## src/rtl/msrv32_rf_port_ctrl.sv

```systemverilog
// msrv32_rf_port_ctrl
// Sequencer/arbiter in front of the integer register file write port and
// rs_2 read port. After reset an optional sweep zeroes x1..x(DEPTH-1) while
// the core is stalled. Afterwards core writeback owns the write port and a
// 4-phase debug port gets whatever the core leaves free. Debug reads borrow
// the rs_2 read port and are only started while the core is halted.
//
// Build option: define MSRV32_RF_INIT_EN to include the post-reset sweep.
// Without it reset goes straight to IDLE, init_busy_out is tied low and the
// register file itself is expected to clear on reset.
//
// state  | meaning
// INIT   | zero sweep in progress, one register per cycle, core stalled
// IDLE   | waiting for a debug request while the core is halted
// ACCESS | debug access; writes retry while core writeback holds the port
// ACK    | access done, dbg_ack_out high until dbg_req_in drops

module msrv32_rf_port_ctrl #(
  parameter int WIDTH      = 32,
  parameter int DEPTH      = 32,
  parameter int ADDR_WIDTH = 5
) (
  input  logic                  msrv32_mp_clk_in,
  input  logic                  msrv32_mp_rst_n_in,
  input  logic                  wb_wr_en_in,
  input  logic [ADDR_WIDTH-1:0] wb_rd_addr_in,
  input  logic [WIDTH-1:0]      wb_rd_in,
  input  logic [ADDR_WIDTH-1:0] core_rs_2_addr_in,
  input  logic                  core_halted_in,
  input  logic                  dbg_req_in,
  input  logic                  dbg_we_in,
  input  logic [ADDR_WIDTH-1:0] dbg_addr_in,
  input  logic [WIDTH-1:0]      dbg_wdata_in,
  output logic                  dbg_ack_out,
  output logic [WIDTH-1:0]      dbg_rdata_out,
  output logic                  init_busy_out,
  output logic                  rf_wr_en_out,
  output logic [ADDR_WIDTH-1:0] rf_rd_addr_out,
  output logic [WIDTH-1:0]      rf_rd_out,
  output logic [ADDR_WIDTH-1:0] rf_rs_2_addr_out,
  input  logic [WIDTH-1:0]      rf_rs_2_in
);

  typedef enum logic [1:0] {
    INIT   = 2'd0,
    IDLE   = 2'd1,
    ACCESS = 2'd2,
    ACK    = 2'd3
  } state_t;

`ifdef MSRV32_RF_INIT_EN
  localparam state_t RESET_STATE = INIT;
`else
  localparam state_t RESET_STATE = IDLE;
`endif

  state_t state;
  state_t state_next;
  logic   wr_en;

`ifdef MSRV32_RF_INIT_EN
  logic [ADDR_WIDTH-1:0] sweep_addr;
  logic                  sweep_last;

  assign sweep_last = (sweep_addr == ADDR_WIDTH'(DEPTH - 1));

  // Sweep address: starts at x1 on every reset, advances once per INIT cycle
  always_ff @(posedge msrv32_mp_clk_in or negedge msrv32_mp_rst_n_in) begin
    if (!msrv32_mp_rst_n_in) begin
      sweep_addr <= ADDR_WIDTH'(1);
    end else if (state == INIT) begin
      sweep_addr <= sweep_addr + ADDR_WIDTH'(1);
    end
  end

  assign init_busy_out = (state == INIT);
`else
  assign init_busy_out = 1'b0;
`endif

  // State register
  always_ff @(posedge msrv32_mp_clk_in or negedge msrv32_mp_rst_n_in) begin
    if (!msrv32_mp_rst_n_in) begin
      state <= RESET_STATE;
    end else begin
      state <= state_next;
    end
  end

  // Next-state logic; halt is only looked at when deciding to start an access
  always_comb begin
    state_next = state;
    case (state)
      INIT: begin
`ifdef MSRV32_RF_INIT_EN
        if (sweep_last) state_next = IDLE;
`else
        state_next = IDLE;
`endif
      end
      IDLE: begin
        if (dbg_req_in && core_halted_in) state_next = ACCESS;
      end
      ACCESS: begin
        if (!dbg_we_in || !wb_wr_en_in) state_next = ACK;
      end
      ACK: begin
        if (!dbg_req_in) state_next = IDLE;
      end
      default: state_next = RESET_STATE;
    endcase
  end

  // Port muxing: sweep, else core writeback, else a pending debug write;
  // x0 is never written, and nothing is written while reset is held
  always_comb begin
    wr_en            = 1'b0;
    rf_rd_addr_out   = wb_rd_addr_in;
    rf_rd_out        = wb_rd_in;
    rf_rs_2_addr_out = core_rs_2_addr_in;
    if (state == INIT) begin
`ifdef MSRV32_RF_INIT_EN
      wr_en          = 1'b1;
      rf_rd_addr_out = sweep_addr;
      rf_rd_out      = '0;
`endif
    end else if (wb_wr_en_in) begin
      wr_en = (wb_rd_addr_in != '0);
    end else if ((state == ACCESS) && dbg_we_in) begin
      wr_en          = (dbg_addr_in != '0);
      rf_rd_addr_out = dbg_addr_in;
      rf_rd_out      = dbg_wdata_in;
    end
    if ((state == ACCESS) && !dbg_we_in) begin
      rf_rs_2_addr_out = dbg_addr_in;
    end
  end

  assign rf_wr_en_out = wr_en & msrv32_mp_rst_n_in;

  // Debug handshake outputs: ack follows entry into ACK, read data captured
  // at the end of a read ACCESS cycle and held until the next read
  always_ff @(posedge msrv32_mp_clk_in or negedge msrv32_mp_rst_n_in) begin
    if (!msrv32_mp_rst_n_in) begin
      dbg_ack_out   <= 1'b0;
      dbg_rdata_out <= '0;
    end else begin
      dbg_ack_out <= (state_next == ACK);
      if ((state == ACCESS) && !dbg_we_in) begin
        dbg_rdata_out <= rf_rs_2_in;
      end
    end
  end

endmodule
```

## config.mk

```make
export PLATFORM = sky130hd
export DESIGN_NAME = msrv32_rf_port_ctrl
export DESIGN_NICKNAME = d
export VERILOG_FILES = /design/src/rtl/msrv32_rf_port_ctrl.sv
export SDC_FILE = /design/constraint.sdc
export NUM_CORES = 1
export LEC_CHECK = 0
export ABC_AREA = 1
export CORE_MARGIN = 2
export CORE_UTILIZATION = 30
export CTS_CLUSTER_DIAMETER = 80
export CTS_CLUSTER_SIZE = 10
export DETAILED_ROUTE_END_ITERATION = 10
export PLACE_DENSITY_LB_ADDON = 0.3
export SYNTH_ARGS = -nofsm -noshare
export SYNTH_HDL_FRONTEND = slang
export SYNTH_SLANG_ARGS = --single-unit
```

## constraint.sdc

```tcl
create_clock -name msrv32_mp_clk_in -period 1.8 [get_ports msrv32_mp_clk_in]
set_clock_uncertainty 0.15 [all_clocks]
set_input_delay 0.27 -clock msrv32_mp_clk_in [delete_from_list [all_inputs] [get_ports msrv32_mp_clk_in]]
set_output_delay 0.27 -clock msrv32_mp_clk_in [all_outputs]
set_load 0.01 [all_outputs]
```

Word-level counts from Yosys, hierarchy flattened
Index checks and enable logic that the tools add are counted.
{ "word_totals": {"ff_bits": 35, "inputBits": 117, "elab_cells": 31} }
{ "classes": {"eq_ne": 4, "muxes": 14, "n_bitwise": 1, "n_reduce_logical": 9} }
{ "ops": {"columns": ["op", "count"], "rows": [
  ["$mux 32", 3],
  ["$mux 5", 4],
  ["$reduce_bool 5->1", 2],
  ["$pmux 2 s4", 1],
  ["$eq 2x2->1 const B", 3],
  ["$mux 2", 3],
  ["$logic_and 1x1->1", 3],
  ["$mux 1", 3],
  ["$eq 2x1->1 const B", 1],
  ["$logic_not 1->1", 2],
  ["$logic_not 2->1", 1],
  ["$and 1x1->1", 1],
  ["$logic_or 1x1->1", 1]
]} }

Longest topological paths before layout
{ "logic_depth": {"depth_word": 6, "mapped_depth": 7} }

Worst setup path before layout
Ideal clock, no wire load.
{ "synth_path": {"kind": "reg2out", "startpoint": "register state[0]", "endpoint": "output rf_rd_out[0]", "arrival_time_ns": 1.096, "t_required_ns": 1.380, "setup_slack_ns": 0.284, "stages_incl_launch_ff": 8, "path_cell_list": "dfstp_2 -> inv_2 -> nand3_2 -> nor2_8 -> inv_4 -> buf_6 -> nand2_1 -> nand2_1"} }
{ "synth_via": {"elab_chain_cells": 5} }
{ "synth_rtl": {"columns": ["item", "line", "text"], "rows": [
  ["start: declaration", "57", "state_t state;"],
  ["start signal: assignment", "86", "state <= state_next;"],
  ["$eq 2x2->1", "129", "end else if ((state == ACCESS) && dbg_we_in) begin"],
  ["$logic_and 1x1->1", "129", null],
  ["$mux 32", "129", null],
  ["$mux 32", "127", "end else if (wb_wr_en_in) begin"],
  ["$mux 32 (*)", "121", "if (state == INIT) begin"],
  ["end: declaration", "39", "output logic [WIDTH-1:0] rf_rd_out,"]
]} }
Every way passes the cells marked *; elsewhere a longest branch is shown, timed or not.

Final worst setup path
{ "layout_path": {"startpoint": "register state[0]", "endpoint": "output rf_rd_addr_out[4]"} }
{ "layout_via": {"elab_chain_cells": 5} }
{ "layout_rtl": {"columns": ["item", "line", "text"], "rows": [
  ["$eq 2x2->1", "129", null],
  ["$logic_and 1x1->1", "129", null],
  ["$mux 5", "129", null],
  ["$mux 5", "127", null],
  ["$mux 5 (*)", "121", null],
  ["end: declaration", "38", "output logic [ADDR_WIDTH-1:0] rf_rd_addr_out,"]
]} }
Marks and branches as above.

==> key figures <==
Outcome
  • Status: complete, but fails checks
  • Failing checks: negative setup slack

Route
  • Remaining DRCs: 0
  • Via-to-Cell Ratio: 4.54
  • DRT Pass-1 Iters: 4
  • Met3 routed WL: 682 um
  • M1 WL: 3.34 mm
  • Post-route ant nets: 0
  • Starting DRT DRC Count: 87
  • WL/cell: 14.5 um
  • Highest routing layer actually used: met4
  • Met2 wire length: 4.38 mm
  • Via count: 2652
  • WL final: 8.48 mm

Power and ir drop
  • Switch share: 0.328
  • Power per cell area: 840 mW/mm^2
  • Cell Int Power: 2420 uW
  • Psw: 1180 uW
  • Clock share of power: 0.152
  • Flop pwr share: 0.369
  • Combinational share of power: 0.480
  • Leak Pwr: 0.00214 uW
  • IR drop worst, VDD: 0.000895 V

Clocking
  • Clk buf depth: 2
  • Worst-Skew Late Latency: 0.28 ns
  • Clock sink total: 35
  • Worst-path clk slew: 0.07 ns
  • Root buf cell: clkbuf_8
  • CTS tree: done
  • Cts bufs inserted: 5
  • H-tree Lvls: 2

GRT
  • Initial antenna violation count: 0
  • First-pass GRT wire length: 13.0 mm
  • Largest net degree at the start of global routing: 36
  • GRT Total Usage: 0.220
  • Vias in the first global route: 2646
  • Total grt overflow: 0

Synth
  • Commonest cells post-synth: nand2_1 (173), dfrtp_1 (34), nand3_1 (34)
  • Top post-synthesis cells by area: dfrtp_1 (42%), nand2_1 (32%), nand3_1 (8.4%)
  • Sequential area share after synthesis: 0.433
  • Synthesized area: 0.00203 mm^2
  • #FFs+latches synth: 35
  • Synth Warn #: 0
  • Post-synthesis async set-or-reset flop share: 1.00
  • Avg Cell Area, Syn: 6.82 um^2
  • Post-synth EDFFs: 0
  • Post-synth top area share: 0.420
  • Most common cell in the netlist: nand2_1
  • Synth area leader: dfrtp_1
  • Ys flop type: dfrtp_1
  • Unique masters post-synth: 23
  • Synthesized Nets: 414
  • Cells after synthesis: 297

Placement
  • Detailed-placement wirelength estimate: 6.20 mm
  • Placer Congestion: 0.887
  • Dpl cells: 560
  • Port Buffers: 192

STA
  • Hold Vio Cnt, Final: 0
  • Final setup violation count: 43
  • RSZ-0062 raised after global routing: yes
  • TNS Setup: -7.04 ns
  • Post-route minimum period: 2.03 ns
  • Setup WS post-layout: -0.226 ns
  • Final period utilization: 1.13
  • Maximum clock frequency: 494 MHz
  • Max-slew violation count: 0

Floorplanning
  • Rows: 29
  • Core Region: 0.00646 mm^2
  • Die height: 86.2 um
  • Starting density of the core: 0.314
  • Die X: 86.2 um
  • Die area: 0.00743 mm^2
  • I/O pins: 194

Worst setup path
  • Crit start category: flop
  • CP max stage delay: 0.55 ns
  • Slowest cell on crit path: dfstp_2
  • Setup crit end kind: output pin
  • Worst-path maximum fanout: 7
  • FF-to-FF setup slack: 0.09 ns
  • Worst Setup SP: state[0]$_DFF_PN1_
  • WS Path Type: reg2out
  • Reg2reg start: state[0]$_DFF_PN1_
  • Worst path arrival time: 1.61 ns
  • Reg2reg path depth: 9
  • Required time of the critical path: 1.38 ns
  • Worst path cell trace: inv_2 > nand3_4 > nor2_8 > buf_12 > clkbuf_16 > o21ai_2 > buf_2
  • Reg-to-Reg End: dbg_rdata_out[31]$_DFFE_PN0P_

Final layout
  • Layout cell share with drive strength beyond 1: 0.233
  • Fin nets: 623
  • Finished Layout Cells: 584
  • # fillers: 592
  • Antenna Cells: 0
  • Area delta synth->final: 112%

Flow run
  • Max cap viols: 0

Hold path
  • Hold Crit Endpoint: dbg_rdata_out[25]$_DFFE_PN0P_
  • Hold Startpoint: dbg_rdata_out[25]$_DFFE_PN0P_
  • Hold Crit Class: reg2reg
  • Worst Hold Depth: 2
state kept, by name, summed over array words and instances (netlist names):
| name | count |
|---|---|
| dbg_ack_out | 1 |
| dbg_rdata_out | 32 |
| state | 2 |
kinds of logic (layout without fill, tap and decap cells):
logic type / Yosys count / in the layout / synth area share
flip-flops: 35 / 35 / 0.433
other: 1 / 1 / 0.00185
buffers and inverters: 30 / 239 / 0.0833
AO/OA/AOI/OAI: 14 / 14 / 0.0420
AND/OR/NAND/NOR: 217 / 218 / 0.440
final cells by class:
class                      count  area (um^2)  share of cell area
timing repair buffer         217         2040               0.475
multi-input combinational    233         1100               0.257
sequential                    35          878               0.205
tap                           77         96.3              0.0225
clock buffer                   6         72.6              0.0169
inverter                      12         61.3              0.0143
timing repair inverter         2         28.8             0.00671
clock inverter                 2         12.5             0.00292
through the flow:
stage	hold WS [ns]	setup WS (ns)	power (uW)	utilization	instance area (um^2)
2_1_floorplan	-0.176	0.284	1870	-	2030
3_3_place_gp	0.216	-0.611	3020	0.625	4030
3_5_place_dp	0.215	-0.644	3070	0.625	4030
4_1_cts	0.326	-0.231	3610	0.640	4130
5_1_grt	0.350	-0.269	3860	0.664	4290
6_report	0.322	-0.226	3600	0.664	4290
routing by layer:
| layer | up-vias | GRT usage |
|---|---|---|
| met3 | 8 | 0.0533 |
| met5 | - | 0 |
| li1 | 1334 | - |
| met4 | 0 | 0.0497 |
| met2 | 112 | 0.403 |
| met1 | 1198 | 0.259 |
critical path: cells and delay by family (launching register included):
family | cells | cell delay, ns
AOI/OAI and AO/OA | 1 | 0.10
buffers and inverters | 4 | 0.52
DFF | 1 | 0.55
and+or+nand+nor | 2 | 0.14
power groups by stage:
stage	clock network, uW	logic [uW]	registers, uW
global route	601	1880	1370
floorplan	0	395	1480
detailed placement	0	1740	1330
finish	547	1730	1330
global placement	0	1700	1330
CTS	565	1720	1330
worst max-delay path by stage:
| stage | end | slack, ns | cells after the start |
|---|---|---|---|
| after global routing | rf_rd_out[7] | -0.27 | 8 |
| after global placement | rf_rd_addr_out[2] | -0.61 | 6 |
| final | rf_rd_addr_out[4] | -0.23 | 7 |
| after floorplan | rf_rd_out[0] | 0.28 | 7 |
| after CTS | rf_rd_addr_out[4] | -0.23 | 7 |
| after detailed placement | rf_rd_addr_out[0] | -0.64 | 6 |
timing repair:
item | 4_1_cts | 5_1_grt
gates cloned | 4 | 2
endpoints found under the setup margin | 43 | 43
hold endpoints to repair | 34 | 0
setup buffers | 6 | 3
gates resized for setup | 201 | 25
hold buffers | 1 | 0
pin swaps | 4 | 6
layout by cell type (no fill, tap or decap), drive strengths merged:
master | synthesis | final
bufbuf | 0 | 1
clkinvlp | 0 | 1
dfstp | 1 | 1
a21oi | 1 | 1
nand3 | 35 | 35
dfrtp | 34 | 34
inv | 11 | 13
nand2 | 174 | 175
dlygate4sd2 | 0 | 1
clkinv | 1 | 2
conb | 1 | 1
nand4 | 1 | 1
o21ai | 13 | 13
dlygate4sd3 | 0 | 1
buf | 15 | 65
clkbuf | 3 | 8
clkdlybuf4s50 | 0 | 147
nor2 | 7 | 7
No activity file was read; power rests on OpenSTA's default activity.
